===== src/rtl/mips_ctrl_pkg.sv =====
// Shared constants and types for the MIPS32 ALU control sequencer.
package mips_ctrl_pkg;

  localparam int ALU_CODE_W = 5;

  // Primary opcodes
  localparam logic [5:0] OP_RTYPE = 6'h00;
  localparam logic [5:0] OP_J     = 6'h02;
  localparam logic [5:0] OP_BEQ   = 6'h04;
  localparam logic [5:0] OP_BNE   = 6'h05;
  localparam logic [5:0] OP_ADDI  = 6'h08;
  localparam logic [5:0] OP_ADDIU = 6'h09;
  localparam logic [5:0] OP_SLTI  = 6'h0A;
  localparam logic [5:0] OP_ANDI  = 6'h0C;
  localparam logic [5:0] OP_ORI   = 6'h0D;
  localparam logic [5:0] OP_XORI  = 6'h0E;
  localparam logic [5:0] OP_LUI   = 6'h0F;
  localparam logic [5:0] OP_LW    = 6'h23;
  localparam logic [5:0] OP_SW    = 6'h2B;

  // R-type function codes
  localparam logic [5:0] F_SLL  = 6'h00;
  localparam logic [5:0] F_SRL  = 6'h02;
  localparam logic [5:0] F_SRA  = 6'h03;
  localparam logic [5:0] F_ADD  = 6'h20;
  localparam logic [5:0] F_ADDU = 6'h21;
  localparam logic [5:0] F_SUB  = 6'h22;
  localparam logic [5:0] F_SUBU = 6'h23;
  localparam logic [5:0] F_AND  = 6'h24;
  localparam logic [5:0] F_OR   = 6'h25;
  localparam logic [5:0] F_XOR  = 6'h26;
  localparam logic [5:0] F_NOR  = 6'h27;
  localparam logic [5:0] F_SLT  = 6'h2A;

  // ALU control codes (AND doubles as the beq equality comparator)
  localparam logic [ALU_CODE_W-1:0] ALU_ADD = 5'b00000;
  localparam logic [ALU_CODE_W-1:0] ALU_SUB = 5'b00001;
  localparam logic [ALU_CODE_W-1:0] ALU_AND = 5'b00010;
  localparam logic [ALU_CODE_W-1:0] ALU_OR  = 5'b00011;
  localparam logic [ALU_CODE_W-1:0] ALU_XOR = 5'b00100;
  localparam logic [ALU_CODE_W-1:0] ALU_NOR = 5'b00101;
  localparam logic [ALU_CODE_W-1:0] ALU_SLT = 5'b00110;
  localparam logic [ALU_CODE_W-1:0] ALU_SLL = 5'b01000;
  localparam logic [ALU_CODE_W-1:0] ALU_SRL = 5'b01001;
  localparam logic [ALU_CODE_W-1:0] ALU_SRA = 5'b01010;
  localparam logic [ALU_CODE_W-1:0] ALU_BNE = 5'b01011;
  localparam logic [ALU_CODE_W-1:0] ALU_LUI = 5'b01100;

  // PC source select
  localparam logic [1:0] PC_SRC_SEQ    = 2'b00;
  localparam logic [1:0] PC_SRC_BRANCH = 2'b01;
  localparam logic [1:0] PC_SRC_JUMP   = 2'b10;

  typedef enum logic [2:0] {
    FETCH, DECODE, EXEC, ALU_WAIT, MEM, WB, TRAP
  } state_t;

  typedef struct packed {
    logic rtype;
    logic itype;
    logic load;
    logic store;
    logic branch;
    logic jump;
    logic illegal;
  } instr_class_t;

endpackage


===== src/rtl/alu_ctrl_fsm_alu_op_decoder.sv =====
// Combinational opcode/funct decode into ALU code, operand selects and class.
module alu_op_decoder
  import mips_ctrl_pkg::*;
(
  input  logic [5:0]            opcode,
  input  logic [5:0]            funct,
  output logic [ALU_CODE_W-1:0] alu_code,
  output logic                  imm_sext,
  output logic                  a_sel,
  output logic                  b_sel,
  output instr_class_t          cls
);

  // Decode table; anything not listed is flagged illegal
  always_comb begin
    alu_code = ALU_ADD;
    imm_sext = 1'b0;
    a_sel    = 1'b0;
    b_sel    = 1'b0;
    cls      = '0;
    case (opcode)
      OP_RTYPE: begin
        cls.rtype = 1'b1;
        case (funct)
          F_ADD, F_ADDU: alu_code = ALU_ADD;
          F_SUB, F_SUBU: alu_code = ALU_SUB;
          F_AND:         alu_code = ALU_AND;
          F_OR:          alu_code = ALU_OR;
          F_XOR:         alu_code = ALU_XOR;
          F_NOR:         alu_code = ALU_NOR;
          F_SLT:         alu_code = ALU_SLT;
          F_SLL: begin alu_code = ALU_SLL; a_sel = 1'b1; end
          F_SRL: begin alu_code = ALU_SRL; a_sel = 1'b1; end
          F_SRA: begin alu_code = ALU_SRA; a_sel = 1'b1; end
          default:       cls.illegal = 1'b1;
        endcase
      end
      OP_ADDI, OP_ADDIU: begin
        cls.itype = 1'b1; alu_code = ALU_ADD; imm_sext = 1'b1; b_sel = 1'b1;
      end
      OP_SLTI: begin
        cls.itype = 1'b1; alu_code = ALU_SLT; imm_sext = 1'b1; b_sel = 1'b1;
      end
      OP_ANDI: begin cls.itype = 1'b1; alu_code = ALU_AND; b_sel = 1'b1; end
      OP_ORI:  begin cls.itype = 1'b1; alu_code = ALU_OR;  b_sel = 1'b1; end
      OP_XORI: begin cls.itype = 1'b1; alu_code = ALU_XOR; b_sel = 1'b1; end
      OP_LUI:  begin cls.itype = 1'b1; alu_code = ALU_LUI; b_sel = 1'b1; end
      OP_LW: begin
        cls.load = 1'b1; alu_code = ALU_ADD; imm_sext = 1'b1; b_sel = 1'b1;
      end
      OP_SW: begin
        cls.store = 1'b1; alu_code = ALU_ADD; imm_sext = 1'b1; b_sel = 1'b1;
      end
      OP_BEQ:  begin cls.branch = 1'b1; alu_code = ALU_AND; end
      OP_BNE:  begin cls.branch = 1'b1; alu_code = ALU_BNE; end
      OP_J:    cls.jump = 1'b1;
      default: cls.illegal = 1'b1;
    endcase
  end

endmodule


===== src/rtl/alu_ctrl_fsm.sv =====
// Multi-cycle MIPS32 control sequencer driving the ALU and PC/memory strobes.
module alu_ctrl_fsm
  import mips_ctrl_pkg::*;
#(
  parameter int ALU_CTRL_W = 5
) (
  input  logic                  clk,
  input  logic                  rst_n,
  input  logic [31:0]           instr,
  input  logic                  instr_valid,
  output logic                  instr_ready,
  input  logic                  alu_pcsinal,
  output logic [ALU_CTRL_W-1:0] alu_ctrl,
  output logic                  alu_a_sel,
  output logic                  alu_b_sel,
  output logic                  imm_sext,
  output logic                  reg_write,
  output logic                  reg_dst,
  output logic                  mem_to_reg,
  output logic                  mem_read,
  output logic                  mem_write,
  output logic                  pc_write,
  output logic [1:0]            pc_src,
  output logic                  illegal
);

  state_t state, state_nxt;

  logic [ALU_CODE_W-1:0] dec_alu;
  logic                  dec_sext, dec_a_sel, dec_b_sel;
  instr_class_t          dec_cls;
  logic                  accept;

  logic [ALU_CTRL_W-1:0] alu_q;
  logic                  a_sel_q, b_sel_q, sext_q, reg_dst_q, dst_zero_q;
  logic                  load_q, store_q, branch_q, jump_q, illegal_q;

  logic unused_bits;
  assign unused_bits = ^{instr[25:21], instr[10:6], dec_cls.itype};

  alu_op_decoder u_dec (
    .opcode   (instr[31:26]),
    .funct    (instr[5:0]),
    .alu_code (dec_alu),
    .imm_sext (dec_sext),
    .a_sel    (dec_a_sel),
    .b_sel    (dec_b_sel),
    .cls      (dec_cls)
  );

  assign accept = instr_valid && instr_ready;

  // Decode happens on the accept edge, so controls are already registered
  // and stable for the whole DECODE cycle and held until the next accept.
  always_ff @(posedge clk or negedge rst_n) begin
    if (!rst_n) begin
      alu_q      <= '0;
      a_sel_q    <= 1'b0;
      b_sel_q    <= 1'b0;
      sext_q     <= 1'b0;
      reg_dst_q  <= 1'b0;
      dst_zero_q <= 1'b0;
      load_q     <= 1'b0;
      store_q    <= 1'b0;
      branch_q   <= 1'b0;
      jump_q     <= 1'b0;
      illegal_q  <= 1'b0;
    end else if (accept) begin
      alu_q      <= ALU_CTRL_W'(dec_alu);
      a_sel_q    <= dec_a_sel;
      b_sel_q    <= dec_b_sel;
      sext_q     <= dec_sext;
      reg_dst_q  <= dec_cls.rtype;
      dst_zero_q <= dec_cls.rtype ? (instr[15:11] == 5'd0) : (instr[20:16] == 5'd0);
      load_q     <= dec_cls.load;
      store_q    <= dec_cls.store;
      branch_q   <= dec_cls.branch;
      jump_q     <= dec_cls.jump;
      illegal_q  <= dec_cls.illegal;
    end
  end

  // State register
  always_ff @(posedge clk or negedge rst_n) begin
    if (!rst_n) state <= FETCH;
    else        state <= state_nxt;
  end

  // Next-state logic
  always_comb begin
    state_nxt = state;
    case (state)
      FETCH:    if (accept) state_nxt = DECODE;
      DECODE:   if (illegal_q)      state_nxt = TRAP;
                else if (jump_q)    state_nxt = FETCH;
                else                state_nxt = EXEC;
      EXEC:     state_nxt = ALU_WAIT;
      ALU_WAIT: if (branch_q)                state_nxt = FETCH;
                else if (load_q || store_q)  state_nxt = MEM;
                else                         state_nxt = WB;
      MEM:      state_nxt = load_q ? WB : FETCH;
      WB:       state_nxt = FETCH;
      TRAP:     state_nxt = TRAP;
      default:  state_nxt = FETCH;
    endcase
  end

  assign alu_ctrl  = alu_q;
  assign alu_a_sel = a_sel_q;
  assign alu_b_sel = b_sel_q;
  assign imm_sext  = sext_q;
  assign reg_dst   = reg_dst_q;

  // Per-state strobes; instr_ready is gated by rst_n so it stays low in reset
  always_comb begin
    instr_ready = 1'b0;
    reg_write   = 1'b0;
    mem_to_reg  = 1'b0;
    mem_read    = 1'b0;
    mem_write   = 1'b0;
    pc_write    = 1'b0;
    pc_src      = PC_SRC_SEQ;
    illegal     = 1'b0;
    case (state)
      FETCH:  instr_ready = rst_n;
      DECODE: if (jump_q) begin
        pc_write = 1'b1;
        pc_src   = PC_SRC_JUMP;
      end
      ALU_WAIT: if (branch_q) begin
        pc_write = 1'b1;
        pc_src   = alu_pcsinal ? PC_SRC_BRANCH : PC_SRC_SEQ;
      end
      MEM: begin
        mem_read = load_q;
        if (store_q) begin
          mem_write = 1'b1;
          pc_write  = 1'b1;
        end
      end
      WB: begin
        reg_write  = !dst_zero_q;
        mem_to_reg = load_q;
        pc_write   = 1'b1;
      end
      TRAP:    illegal = 1'b1;
      default: ;
    endcase
  end

endmodule


===== config.mk =====
export PLATFORM = sky130hd
export DESIGN_NAME = alu_ctrl_fsm
export DESIGN_NICKNAME = d
export VERILOG_FILES = /design/src/rtl/mips_ctrl_pkg.sv /design/src/rtl/alu_ctrl_fsm_alu_op_decoder.sv /design/src/rtl/alu_ctrl_fsm.sv
export SDC_FILE = /design/constraint.sdc
export NUM_CORES = 1
export LEC_CHECK = 0
export CAP_MARGIN = 20
export CORE_MARGIN = 2
export CORE_UTILIZATION = 42
export CTS_CLUSTER_DIAMETER = 120
export DETAILED_ROUTE_END_ITERATION = 10
export PLACE_DENSITY = 0.88
export SLEW_MARGIN = 20
export SYNTH_ARGS = -nofsm -noshare
export SYNTH_HDL_FRONTEND = slang
export SYNTH_SLANG_ARGS = --single-unit

===== constraint.sdc =====
create_clock -name clk -period 1.9 [get_ports clk]
set_input_delay 0.38 -clock clk [delete_from_list [all_inputs] [get_ports clk]]
set_output_delay 0.38 -clock clk [all_outputs]
set_load 0.01 [all_outputs]

==> qor.csv <==
metric,value,unit
fin crit period,1.859,ns
clock root cell,clkbuf_4,
Critical R2R Capture,alu_ctrl[1]$_DFFE_PN0P_,
PD cells,793.1,nW/um^2
most frequent cells in the layout,"clkdlybuf4s50_1 (33), buf_4 (27), nand2_1 (17)",
WL per Instance,13.73,microns
"most common cell after layout, fill and taps aside",clkdlybuf4s50_1,
sw power,0.5157,mW
gpl congestion,0.8577,
Tot GR Track Use,20.46,%
library cells used by synthesis,49,
Setup WS pre-CTS,-0.1409,ns
clock skew,0.007730,ns
die height,58.12,microns
Worst Hold Class,input pin to async pin,
initial drt markers,31,
CTS tree,built,
Tot Pwr,1.465,mW
Seq pwr share,37.6,%
Seq cells post-synth,17,
Synth Net Count,178,
grt ovf,0,
chip width,58.12,microns
global-route wire length before repair,5.382,mm
WS Path Type,flop to output pin,
Post-Syn Area,1230,sq um
initial antenna violation count,0,
critical path launch point,state[2]$_DFFE_PN0P_,
Area growth syn-to-layout,50.15,%
CTS H-tree depth,1,
Synth area leaders,"dfrtp_1 (35%), nand2_1 (5.2%), o21ai_0 (4.5%), nor2_1 (4.0%), buf_6 (3.7%)",
endpoints failing setup,0,
nature of the critical path startpoint,flop,
VDD IR max,598.9,uV
Avg Inst Size Synth,8.661,sq um
post-DP HPWL,2.522,mm
Num CTS Buffers,3,
clock-pin slew on the worst setup and hold paths,0.10,ns
total of max-cap violations,0,
RSZ-0062 raised after global routing,no,
WP data required,1.52,ns
vias in the first global route,1301,
WL final,3.241,mm
Clock power frac,12.6,%
Final Hold Fails,0,
Comb power frac,49.8,%
CTS Sinks,17,
die area,3377,sq um
yosys warns,0,
final period utilization,97.87,%
Core Rows,19,
post-synth top area share,34.59,%
Finished Cell Area,1847,sq um
Final Non-Filler Cells,236,
final core occ,66.97,%
area post-placement,1777,sq um
"Arr. time, crit path",1.48,ns
# port buffers,42,
CP max FO,6,
diode count,0,
hold-fix buffers at CTS,0,
Core ar.,2758,sq um
cells after synthesis,142,
reg2reg setup slack,0.17,ns
DR DRC count,0,
worst-skew pair later-pin latency,0.28,ns
Post-synth EDFFs,0,
ys flop type,dfrtp_1,
largest net degree at the start of global routing,18,
Critical Path End Type,output pin,
share of layout cells above drive strength 1,20.98,%
Via Count,1334,
Slew Limit Fails,0,
ys async rst share,100.0,%
outcome,finished clean,
r2r worst-path depth,6,
cell taking the most area after synthesis,dfrtp_1,
first-pass detailed-route iteration total,4,
Final WS setup,0.04052,ns
register area share after synthesis,34.59,%
switch share,35.21,%
Initial Util,44.60,%
Post-layout nets,242,
placed cells,226,
drt via density,5.653,
Ports,54,
FF-to-FF Start,state[2]$_DFFE_PN0P_,
Pint,0.9489,mW
clock buffer depth,2,
fmax,0.5378,GHz
Leak,0.8473,nW
DRT antenna net count,0,
kinds of logic after synthesis:
| group | Yosys count | share of synthesized area (%) |
|---|---|---|
| simple gates | 66 | 31.23 |
| compound gates | 36 | 21.77 |
| flops | 17 | 34.59 |
| buf+inv | 17 | 8.138 |
| mux | 4 | 3.255 |
| xor+xnor | 1 | 0.7122 |
| other cells | 1 | 0.3049 |
repair_timing:
| action | 4_1_cts | 5_1_grt |
|---|---|---|
| resized for setup | 15 | 1 |
| endpoints found under the hold margin | 0 | 0 |
| setup buffers | 4 | 2 |
| setup endpoints to repair | 9 | 2 |
synth_stat cells, types with 2 or more instances:
cell type and number:
inv_1 6, a21oi_1 4, a221o_1 3, or4_1 4, nor2_1 13, o21ai_0 11, and2_1 4, buf_6 4
nand3_1 2, nand2_1 17, nand4_1 2, and3b_1 4, o31ai_1 2, a22o_1 2, nor3_1 5, mux2i_1 4
clkbuf_1 3, a31oi_1 2, nor2b_1 2, nand2b_1 2, buf_2 2, dfrtp_1 17
per-layer routing:
layer	global-route usage [%]	routed length, microns
met1	22.86	1243
met2	36.85	1735
met3	2.009	178
met4	12.96	83
met5	0	0
metrics by stage:
step                hold slack, ns  setup TNS, ns
floorplan                  0.08441              0
finish                      0.4699              0
global placement            0.4585        -0.2608
global route                0.4836              0
detailed placement          0.4655        -0.4389
CTS                         0.4710              0
critical path, stage by stage, from the launching register on:
cell           delay, ns
dfrtp_2             0.42
and2b_2             0.26
a31o_2              0.24
dlygate4sd2_1       0.28
worst max path at each step:
stage,slack (ns),to,cells after the start
6_report,0.04,pc_write,3
5_1_grt,0.002,pc_write,3
4_1_cts,0.006,pc_write,3
3_5_place_dp,-0.14,instr_ready,3
3_3_place_gp,-0.13,instr_ready,3
2_1_floorplan,0.33,alu_ctrl[1]$_DFFE_PN0P_,4
registers in the layout, indices dropped and copies added (netlist names):
signal	flops
alu_a_sel	1
alu_b_sel	1
imm_sext	1
store_q	1
jump_q	1
load_q	1
reg_dst	1
illegal_q	1
branch_q	1
state	3
dst_zero_q	1
alu_ctrl	4
cell type report:
class	instances	area (sq um)
Multi-Input combinational cell	108	713.2
Timing Repair Buffer	70	615.6
Clock inverter	1	5.005
Tap cell	31	38.79
Sequential cell	17	429.2
Inverter	6	22.52
Fill cell	238	910.9
Clock buffer	3	22.52
power groups by stage:
stage | logic [mW] | clock network (mW) | registers, mW
floorplan | 0.342 | 0 | 0.544
global placement | 0.612 | 0 | 0.556
detailed placement | 0.631 | 0 | 0.561
CTS | 0.693 | 0.193 | 0.553
global route | 0.794 | 0.209 | 0.563
finish | 0.729 | 0.185 | 0.550
No activity file was read; power rests on OpenSTA's default activity.
